[src/rtl/quad_generator_pkg.sv]
// Shared definitions for the quadrature generator: phase encodings on {A,B}
// and the one-step phase successor in either direction.
package quad_generator_pkg;

  // Gray-coded quadrature phases, encoded as {A,B}
  typedef enum logic [1:0] {
    PH_S0 = 2'b00,
    PH_S1 = 2'b10,
    PH_S2 = 2'b11,
    PH_S3 = 2'b01
  } phase_t;

  // Up walks S0->S1->S2->S3 (A leads B); down walks the same ring backwards
  function automatic phase_t next_phase(input phase_t cur, input logic up);
    phase_t nxt;
    nxt = PH_S0;
    case (cur)
      PH_S0:   nxt = up ? PH_S1 : PH_S3;
      PH_S1:   nxt = up ? PH_S2 : PH_S0;
      PH_S2:   nxt = up ? PH_S3 : PH_S1;
      PH_S3:   nxt = up ? PH_S0 : PH_S2;
      default: nxt = PH_S0;
    endcase
    return nxt;
  endfunction

endpackage

[src/rtl/quad_generator_phase_seq.sv]
// Quadrature phase sequencer: 2-bit phase register, modulo-CPR position
// counter and a registered once-per-rev index that is high for the whole
// dwell at position 0 / phase S0.
module quad_generator_phase_seq
  import quad_generator_pkg::*;
#(
  parameter int CPR      = 1600,
  parameter int POS_BITS = 16
) (
  input  logic clk,
  input  logic rst_n,
  input  logic adv,
  input  logic up,
  output logic a,
  output logic b,
  output logic index
);

  localparam logic [POS_BITS-1:0] POS_LAST = POS_BITS'(CPR - 1);

  phase_t              phase_q, phase_d;
  logic [POS_BITS-1:0] pos_q, pos_d;
  logic                index_q;

  // Next phase and position for a single step in the requested direction
  always_comb begin
    phase_d = phase_q;
    pos_d   = pos_q;
    if (adv) begin
      phase_d = next_phase(phase_q, up);
      if (up) begin
        pos_d = (pos_q == POS_LAST) ? '0 : pos_q + POS_BITS'(1);
      end else begin
        pos_d = (pos_q == '0) ? POS_LAST : pos_q - POS_BITS'(1);
      end
    end
  end

  // Phase, position and index are registered together so index never glitches
  always_ff @(posedge clk or negedge rst_n) begin
    if (!rst_n) begin
      phase_q <= PH_S0;
      pos_q   <= '0;
      index_q <= 1'b1;
    end else begin
      phase_q <= phase_d;
      pos_q   <= pos_d;
      index_q <= (pos_d == '0) && (phase_d == PH_S0);
    end
  end

  assign a     = phase_q[1];
  assign b     = phase_q[0];
  assign index = index_q;

endmodule

[src/rtl/quad_generator.sv]
// Quadrature encoder emulator: buffers step/direction requests in a saturating
// signed backlog and replays them as A/B edges no closer than MIN_GAP cycles.
module quad_generator
  import quad_generator_pkg::*;
#(
  parameter int PEND_BITS = 16,
  parameter int MIN_GAP   = 8,
  parameter int CPR       = 1600,
  parameter int POS_BITS  = 16
) (
  input  logic clk,
  input  logic rst_n,
  input  logic enable,
  input  logic clear,
  input  logic step_req,
  input  logic step_up,
  output logic quad_a,
  output logic quad_b,
  output logic index,
  output logic busy,
  output logic overflow
);

  localparam int GAP_W = (MIN_GAP > 1) ? $clog2(MIN_GAP) : 1;
  localparam logic [GAP_W-1:0] GAP_LOAD = GAP_W'(MIN_GAP - 1);

  // One extra bit so the candidate backlog can exceed the limit before the check
  localparam int EXT_W = PEND_BITS + 1;
  localparam logic signed [EXT_W-1:0] PEND_MAX = EXT_W'((1 << (PEND_BITS - 1)) - 1);
  localparam logic signed [EXT_W-1:0] PEND_MIN = -PEND_MAX;
  localparam logic signed [EXT_W-1:0] EXT_ONE  = EXT_W'(1);

  logic signed [PEND_BITS-1:0] backlog_q, backlog_d;
  logic signed [EXT_W-1:0]     backlog_ext, after_emit, with_req;
  logic                        overflow_q, overflow_d;
  logic [GAP_W-1:0]            gap_q, gap_d;
  logic                        emit, drop;

  // Emission is decided from the registered backlog only; clear wins over it
  assign emit = enable && (backlog_q != '0) && (gap_q == '0) && !clear;

  // Backlog: retire the emitted step, then fold in the new request unless it saturates
  always_comb begin
    backlog_ext = {backlog_q[PEND_BITS-1], backlog_q};
    after_emit  = backlog_ext;
    if (emit) begin
      after_emit = backlog_q[PEND_BITS-1] ? backlog_ext + EXT_ONE : backlog_ext - EXT_ONE;
    end
    with_req   = step_up ? after_emit + EXT_ONE : after_emit - EXT_ONE;
    drop       = step_req && ((with_req > PEND_MAX) || (with_req < PEND_MIN));
    backlog_d  = after_emit[PEND_BITS-1:0];
    overflow_d = overflow_q | drop;
    if (step_req && !drop) begin
      backlog_d = with_req[PEND_BITS-1:0];
    end
    if (clear) begin
      backlog_d  = '0;
      overflow_d = 1'b0;
    end
  end

  // Gap timer reloads on every edge and otherwise counts down to zero
  always_comb begin
    gap_d = gap_q;
    if (emit) begin
      gap_d = GAP_LOAD;
    end else if (gap_q != '0) begin
      gap_d = gap_q - GAP_W'(1);
    end
  end

  // Backlog, sticky overflow and gap timer state
  always_ff @(posedge clk or negedge rst_n) begin
    if (!rst_n) begin
      backlog_q  <= '0;
      overflow_q <= 1'b0;
      gap_q      <= '0;
    end else begin
      backlog_q  <= backlog_d;
      overflow_q <= overflow_d;
      gap_q      <= gap_d;
    end
  end

  quad_generator_phase_seq #(
    .CPR      (CPR),
    .POS_BITS (POS_BITS)
  ) u_phase_seq (
    .clk   (clk),
    .rst_n (rst_n),
    .adv   (emit),
    .up    (!backlog_q[PEND_BITS-1]),
    .a     (quad_a),
    .b     (quad_b),
    .index (index)
  );

  assign busy     = (backlog_q != '0);
  assign overflow = overflow_q;

endmodule

[config.mk]
export PLATFORM = sky130hd
export DESIGN_NAME = quad_generator
export DESIGN_NICKNAME = d
export VERILOG_FILES = /design/src/rtl/quad_generator_pkg.sv /design/src/rtl/quad_generator_phase_seq.sv /design/src/rtl/quad_generator.sv
export SDC_FILE = /design/constraint.sdc
export NUM_CORES = 1
export LEC_CHECK = 0
export ABC_CLOCK_PERIOD_IN_PS = 5700
export CAP_MARGIN = 20
export CORE_UTILIZATION = 30
export DETAILED_ROUTE_END_ITERATION = 16
export HOLD_SLACK_MARGIN = 0.02
export SYNTH_ARGS = -nofsm -noshare
export SYNTH_HDL_FRONTEND = slang
export SYNTH_HIERARCHICAL = 1
export SYNTH_SLANG_ARGS = --single-unit
[constraint.sdc]
create_clock -name clk -period 5.7 [get_ports clk]
set_clock_uncertainty 0.05 [all_clocks]
set_input_delay 1.425 -clock clk [delete_from_list [all_inputs] [get_ports clk]]
set_output_delay 1.425 -clock clk [all_outputs]
set_load 0.05 [all_outputs]
==> metrics.md <==
| Metric | Value |
|---|---|
| Tot Pwr | `3.07 mW` |
| Synth Area in Compound Gates | `31.5%` |
| Status | `finished, final reports clean` |
| Startpoint class of the critical path | `primary input` |
| Antenna-violating nets left | `0` |
| Full die area | `~17000 um^2` |
| Final non-filler cell total | `roughly 890` |
| Power per cell area | `between 500 and 600 nW/um^2` |
| Final hold violation count | `0` |
| Crit path from | `clear` |
| Number of max-cap violations | `0` |
| Layout cells sized above 1 | `22.8%` |
| Data arrival, critical path | `5600 ps` |
| Num CTS Buffers | `5` |
| Critical hold path startpoint | `gap_q[1]` |
| EDFF count, synth | `0` |
| First-pass GRT wire length | `between 20000 and 25000 um` |
| DR DRC count | `0` |
| Dpl hpwl | `approximately 12000 um` |
| Final min period | `5490 ps` |
| Place WS | `-648 ps` |
| Total Routed Length | `15100 um` |
| Data required time of the worst path | `slightly below 6000 ps` |
| Max frequency | `between 150 and 200 MHz` |
| GRT overflow | `0` |
| FF-to-FF Start | `backlog_q[15]` |
| Hold Path Stages | `1` |
| Core area | `~15000 um^2` |
| Static Leakage | `between 2 and 3 nW` |
| Final Cycle Share | `96.4%` |
| Worst Hold Endpoint | `gap_q[1]` |
| Reg2reg end | `backlog_q[2]` |
| WL/cell | `16.9 um` |
| Register area share after synthesis | `between 20% and 30%` |
| Area share of the largest cell type after synthesis | `about a fifth` |
| Total GRT Usage | `a little under a fifth` |
| Max IR drop VDD | `about 0.26 mV` |
| Setup TNS | `0 ps` |
| Simple-gate share of the synthesized area | `roughly 25%` |
| Yosys reg bits | `39` |
| Die width | `about 130 um` |
| Hold Crit Class | `reg -> reg` |
| Final setup vio count | `0` |
| Final Cell Area | `approximately 6100 um^2` |
| Top post-synthesis cells by count | `nand2_1 (62), nor2_1 (42), o21ai_0 (39), dfrtp_1 (38), ha_1 (36)` |
| Post-CTS Hold Buffers | `0` |
| Synth async-reset ratio | `between 90% and 100%` |
| Worst-margin pin slew | `between 900 and 1000 ps` |
| Drt initial violations | `365` |
| Clk sinks | `39` |
| Gpl congestion | `a little over 0.9` |
| Synth-to-layout area growth | `26.6%` |
| Synth Instances | `607` |
| CP max FO | `7` |
| Post-route setup slack | `around 210 ps` |
| DP Cell Count | `approximately 880` |
| H-Tree Depth | `2` |
| Synth unique cells | `86` |
| Slew margin rel. | `37.9%` |
| Post-Synth XOR/XNOR Area | `under 10%` |
| Clk_lat worst skew | `290 ps` |
| Final design utilization | `between 30% and 40%` |
| Via/cell ratio | `about 5.7` |
| Clock tree buffer depth | `2` |
| Mapped Area | `~4800 um^2` |
| Largest family of logic cells by synthesized area | `compound AO/OA/AOI/OAI gates` |
| Area leader, netlist | `dfrtp_1` |
| # rows | `between 40 and 50` |
| Crit end category | `flop` |
| Setup CP Type | `in -> reg` |
| Vias post-DR | `slightly above 5000` |
| Vias in the first global route | `4844` |
| DP Area | `roughly 5700 um^2` |
| Most used DFF post-synth | `dfrtp_1` |
| FF-to-FF setup slack | `about 340 ps` |
| Synth warn | `6` |
| Initial core utilization | `between 30 and 40%` |
| ANT cells | `0` |
| Initial antenna violation count | `0` |
| Mapped Nets | `651` |
| Clock Tree Root | `clkbuf_16` |
| Top-count cell post-synth | `nand2_1` |
| Slew Limit Fails | `0` |
| Largest net degree at the start of global routing | `40` |
| TritonRoute pass-1 iters | `5` |
| Synth top area cells | `dfrtp_1 (20%), ha_1 (9.4%), nand2_1 (4.9%), o21ai_0 (4.1%), a21oi_1 (3.7%)` |
| Avg Inst Size Synth | `a little under 8 um^2` |
| Die H | `128 um` |
| RSZ-0062 raised after global routing | `no` |
| Post-Synth Adder-Cell Area | `between 10% and 20%` |
| Multiplexer share of the synthesized area | `2.19%` |
| Io pins | `11` |
| Final #Nets | `a little over 700` |
| Hold_ws | `between 400 and 500 ps` |
| Setup Buffers After CTS | `0` |
| Port Buffers | `10` |
| Worst r2r path cells | `22` |
| CTS tree | `built` |
| Reg clk slew, reported paths | `around 70 ps` |
[per-layer routing]
layer | vias to the layer above | GRT usage, % | wire length (um)
met5 | - | 0 | 0
met4 | 0 | 6.64 | 492
met2 | 168 | 31.4 | 7150
met3 | 40 | 1.46 | 674
li1 | 2474 | - | -
met1 | 2438 | 24.3 | 6740
[report_power, final]
group / internal (mW) / leakage [nW] / switching [mW]
combinational: 1.00 / 2.01 / 1.22
sequential: 0.349 / 0.486 / 0.115
clock: 0.251 / 0.0900 / 0.125
total: 1.60 / 2.59 / 1.46
[critical path: stages]
cell	delay [ps]
dlymetal6s2s_1	160
nor4bb_4	260
buf_4	170
nand2_4	80
buf_12	150
mux2i_4	190
fa_2	370
nand2b_4	170
a211oi_4	290
o21ai_2	120
a2111oi_4	360
or4b_4	500
or4b_4	510
o211a_4	300
buf_6	130
o21ai_4	270
o22ai_1	140
[logic make-up (layout without fill, tap and decap cells)]
logic type,Yosys count,after routing
adder cells (fa/ha/maj),38,38
XOR/XNOR,23,23
multiplexers,10,10
AO/OA/AOI/OAI,206,206
flip-flops,39,39
buffers and inverters,63,137
AND/OR/NAND/NOR,228,228
[worst max-delay path by stage]
stage	end	depth (start not counted)
floorplan	backlog_q[5]	16
global placement	backlog_q[13]	17
detailed placement	backlog_q[1]	17
CTS	backlog_q[1]	20
global route	backlog_q[2]	17
finish	backlog_q[2]	17
[sequential cells by signal, summed over array words and instances (netlist names)]
register,cells
u_phase_seq/phase_q,2
u_phase_seq/pos_q,16
gap_q,3
u_phase_seq/index,1
overflow,1
backlog_q,16
[placed cells by master, fill, tap and decap left out, types with 6 or more instances in the layout]
master | netlist | routed
and3_1 | 7 | 7
dfrtp_1 | 38 | 38
o21ai_0 | 39 | 34
nand4_1 | 13 | 13
o211a_1 | 8 | 7
clkbuf_16 | 0 | 6
a21o_1 | 12 | 12
nand3_1 | 12 | 12
o31ai_1 | 7 | 6
o211ai_1 | 11 | 11
nor4_1 | 12 | 11
xnor2_1 | 11 | 11
o21a_1 | 10 | 9
nor3_1 | 24 | 24
inv_1 | 27 | 27
ha_1 | 36 | 33
or4_1 | 8 | 8
buf_4 | 4 | 86
nand2_1 | 62 | 61
a21oi_1 | 35 | 33
o21ai_1 | 8 | 8
clkdlybuf4s50_1 | 0 | 7
nor2_1 | 42 | 40
xor2_1 | 11 | 11
[timing repair]
action,CTS,global route
setup endpoints to repair,16,17
cloned,0,1
pin swaps,6,10
resized for setup,30,18
[cell type report]
type                       count  area [um^2]
fill                        1590         9350
multi-input combinational    505         3720
sequential                    39          977
timing repair buffer          99          802
tap                          211          264
clock buffer                   5          125
inverter                      30          114
clock inverter                 3         67.6
No activity file was read; power rests on OpenSTA's default activity.
==> RTL edit: new RTL, same flow settings <==
Register the inputs `enable`, `clear`, `step_req` and `step_up` before use. The logic sees them one clock later. Comments in the files are not updated.
--- a/src/rtl/quad_generator.sv
+++ b/src/rtl/quad_generator.sv
@@ -32,2 +32,14 @@
 
+  logic enable_q;
+  logic clear_q;
+  logic step_req_q;
+  logic step_up_q;
+
+  always_ff @(posedge clk) begin
+    enable_q   <= enable;
+    clear_q    <= clear;
+    step_req_q <= step_req;
+    step_up_q  <= step_up;
+  end
+
   logic signed [PEND_BITS-1:0] backlog_q, backlog_d;
@@ -39,3 +51,3 @@
   // Emission is decided from the registered backlog only; clear wins over it
-  assign emit = enable && (backlog_q != '0) && (gap_q == '0) && !clear;
+  assign emit = enable_q && (backlog_q != '0) && (gap_q == '0) && !clear_q;
 
@@ -48,10 +60,10 @@
     end
-    with_req   = step_up ? after_emit + EXT_ONE : after_emit - EXT_ONE;
-    drop       = step_req && ((with_req > PEND_MAX) || (with_req < PEND_MIN));
+    with_req   = step_up_q ? after_emit + EXT_ONE : after_emit - EXT_ONE;
+    drop       = step_req_q && ((with_req > PEND_MAX) || (with_req < PEND_MIN));
     backlog_d  = after_emit[PEND_BITS-1:0];
     overflow_d = overflow_q | drop;
-    if (step_req && !drop) begin
+    if (step_req_q && !drop) begin
       backlog_d = with_req[PEND_BITS-1:0];
     end
-    if (clear) begin
+    if (clear_q) begin
       backlog_d  = '0;
Function: changed (a bounded check fails within 4 cycles, from zero or initial values and one cycle with rst_n low).
==> RTL edit against the original RTL <==
Total power grew 16%; maximum frequency grew 2.1%; worst hold slack lost 0.016 ns; design area shrank 13%; combinational power grew 22%; die area shrank 1.4%; critical path depth grew 3; synthesized area shrank 1.5%; synthesized cell count shrank 6.3%; wire length shrank 13%; setup slack gained 0.12 ns; sequential cell count grew 4; cell count shrank 12%; highest routed layer unchanged.
==> RTL edit: results (changes against the original RTL) <==
Mux contribution to synthesized area: 4.53% (+2.3 points)
Worst r2r path cells: 20 (-9.1%)
CTS sink count: 43 (+10%)
CP Data Arrival Time: 5.51 ns (-0.09 ns)
Filler cells: 1,617 (+1.7%)
CP endpoint: backlog_q[7]
Yosys cell types: 87 (+1.2%)
Synth area leaders: dfrtp_1 20%, ha_1 9.5%, a21oi_1 4.4%, xnor2_1 4.3%, nor2_1 4.0%
Logic inverters: 27 (-10%)
NonClk Buf Share: 4.36% (-8.8 points)
Outcome: completed
Adder-cell share of the synthesized area: 10.4% (+0.15 points)
Worst-Margin Slew: 0.920 ns (-0.0111 ns)
Syn_nets: 613 (-5.8%)
HPWL Detailed: 9980 um (-14%)
Avg Cell Area, Syn: 8.31 um^2 (+5.1%)
Seq/total area: 20.0% (+3.9 points)
Share of flip-flops with an asynchronous set or reset: 90.7% (-9.3 points)
Biggest regs: backlog_q x16, u_phase_seq/pos_q x16, gap_q x3
Seq/Total Area, Yosys: 22.4% (+2.0 points)
Area Growth Syn to Fin: 11.7%
CTS-repair resized insts: 0 (-100%)
Total number of vias: 4,483 (-12%)
Fin cells: 788 (-12%)
Core area: 15,300 um^2 (-0.73%)
Number of cells after detailed placement: 776 (-12%)
Vias in the first global route: 4,420 (-8.8%)
Synth Area in XOR/XNOR: 5.74% (+1.4 points)
Clock network area share: 2.82% (-0.35 points)
CP max stage delay: 0.54 ns (+0.03 ns)
GPL Wtd Cong: 0.892 (-2.2%)
Gr usage total: 16.8% (-1.7 points)
Fraction of area in multi-input gates: 65.9% (+4.6 points)
Iteration-0 DRC Markers: 312 (-15%)
Share of cells above drive strength 1: 12.1% (-11 points)
Max Fanout on Critical Path: 9 (+2)
Wire length of the first global-routing pass: 21,900 um (-10%)
CP startpoint: backlog_q[15]
Max IR drop VDD: 0.256 mV (-0.58%)
Multi-input comb cells: 471 (-6.7%)
## RTL edit: worst reg2reg max path: cells and delay by family (launching register included)
family                   cells  cell delay, ns
adder cells (fa/ha/maj)      2            0.67
multiplexers                 2            0.62
buffers and inverters        2            0.32
AND/OR/NAND/NOR              8            2.23
XOR/XNOR                     1            0.08
AO/OA/AOI/OAI                5            0.91
flip-flops                   1            0.39
## RTL edit: per-stage QoR
| step | power, W | setup WS [ns] |
|---|---|---|
| 3_5_place_dp | 0.00313 | 0.0569 |
| 6_report | 0.00355 | 0.323 |
| 2_1_floorplan | 0.00255 | 0.504 |
| 4_1_cts | 0.00345 | 0.0282 |
| 5_1_grt | 0.00388 | 0.0170 |
| 3_3_place_gp | 0.00308 | 0.118 |
## RTL edit: how the worst min path moves through the flow
stage | slack, ns | startpoint | endpoint | depth (start not counted)
floorplan | 0.44 | gap_q[1] | gap_q[1] | 2
global placement | 0.46 | gap_q[1] | gap_q[1] | 2
detailed placement | 0.47 | overflow | overflow | 2
CTS | 0.49 | overflow | overflow | 2
global route | 0.53 | gap_q[1] | gap_q[1] | 2
finish | 0.47 | overflow | overflow | 2
## RTL edit: where the power goes
| part | switching (W) | leakage [nW] | internal, W |
|---|---|---|---|
| clock | 0.000136 | 0.0664 | 0.000164 |
| combinational | 0.00159 | 1.49 | 0.00112 |
| sequential | 0.000139 | 0.520 | 0.000401 |
| total | 0.00186 | 2.08 | 0.00169 |
## RTL edit: layer usage
metal / track usage, % / vias to the layer above / wire, um
li1: - / 2192 / -
met1: 20.5 / 2173 / 5830
met2: 29.7 / 99 / 6440
met3: 2.72 / 19 / 490
met4: 5.74 / 0 / 276
met5: 0 / - / 0
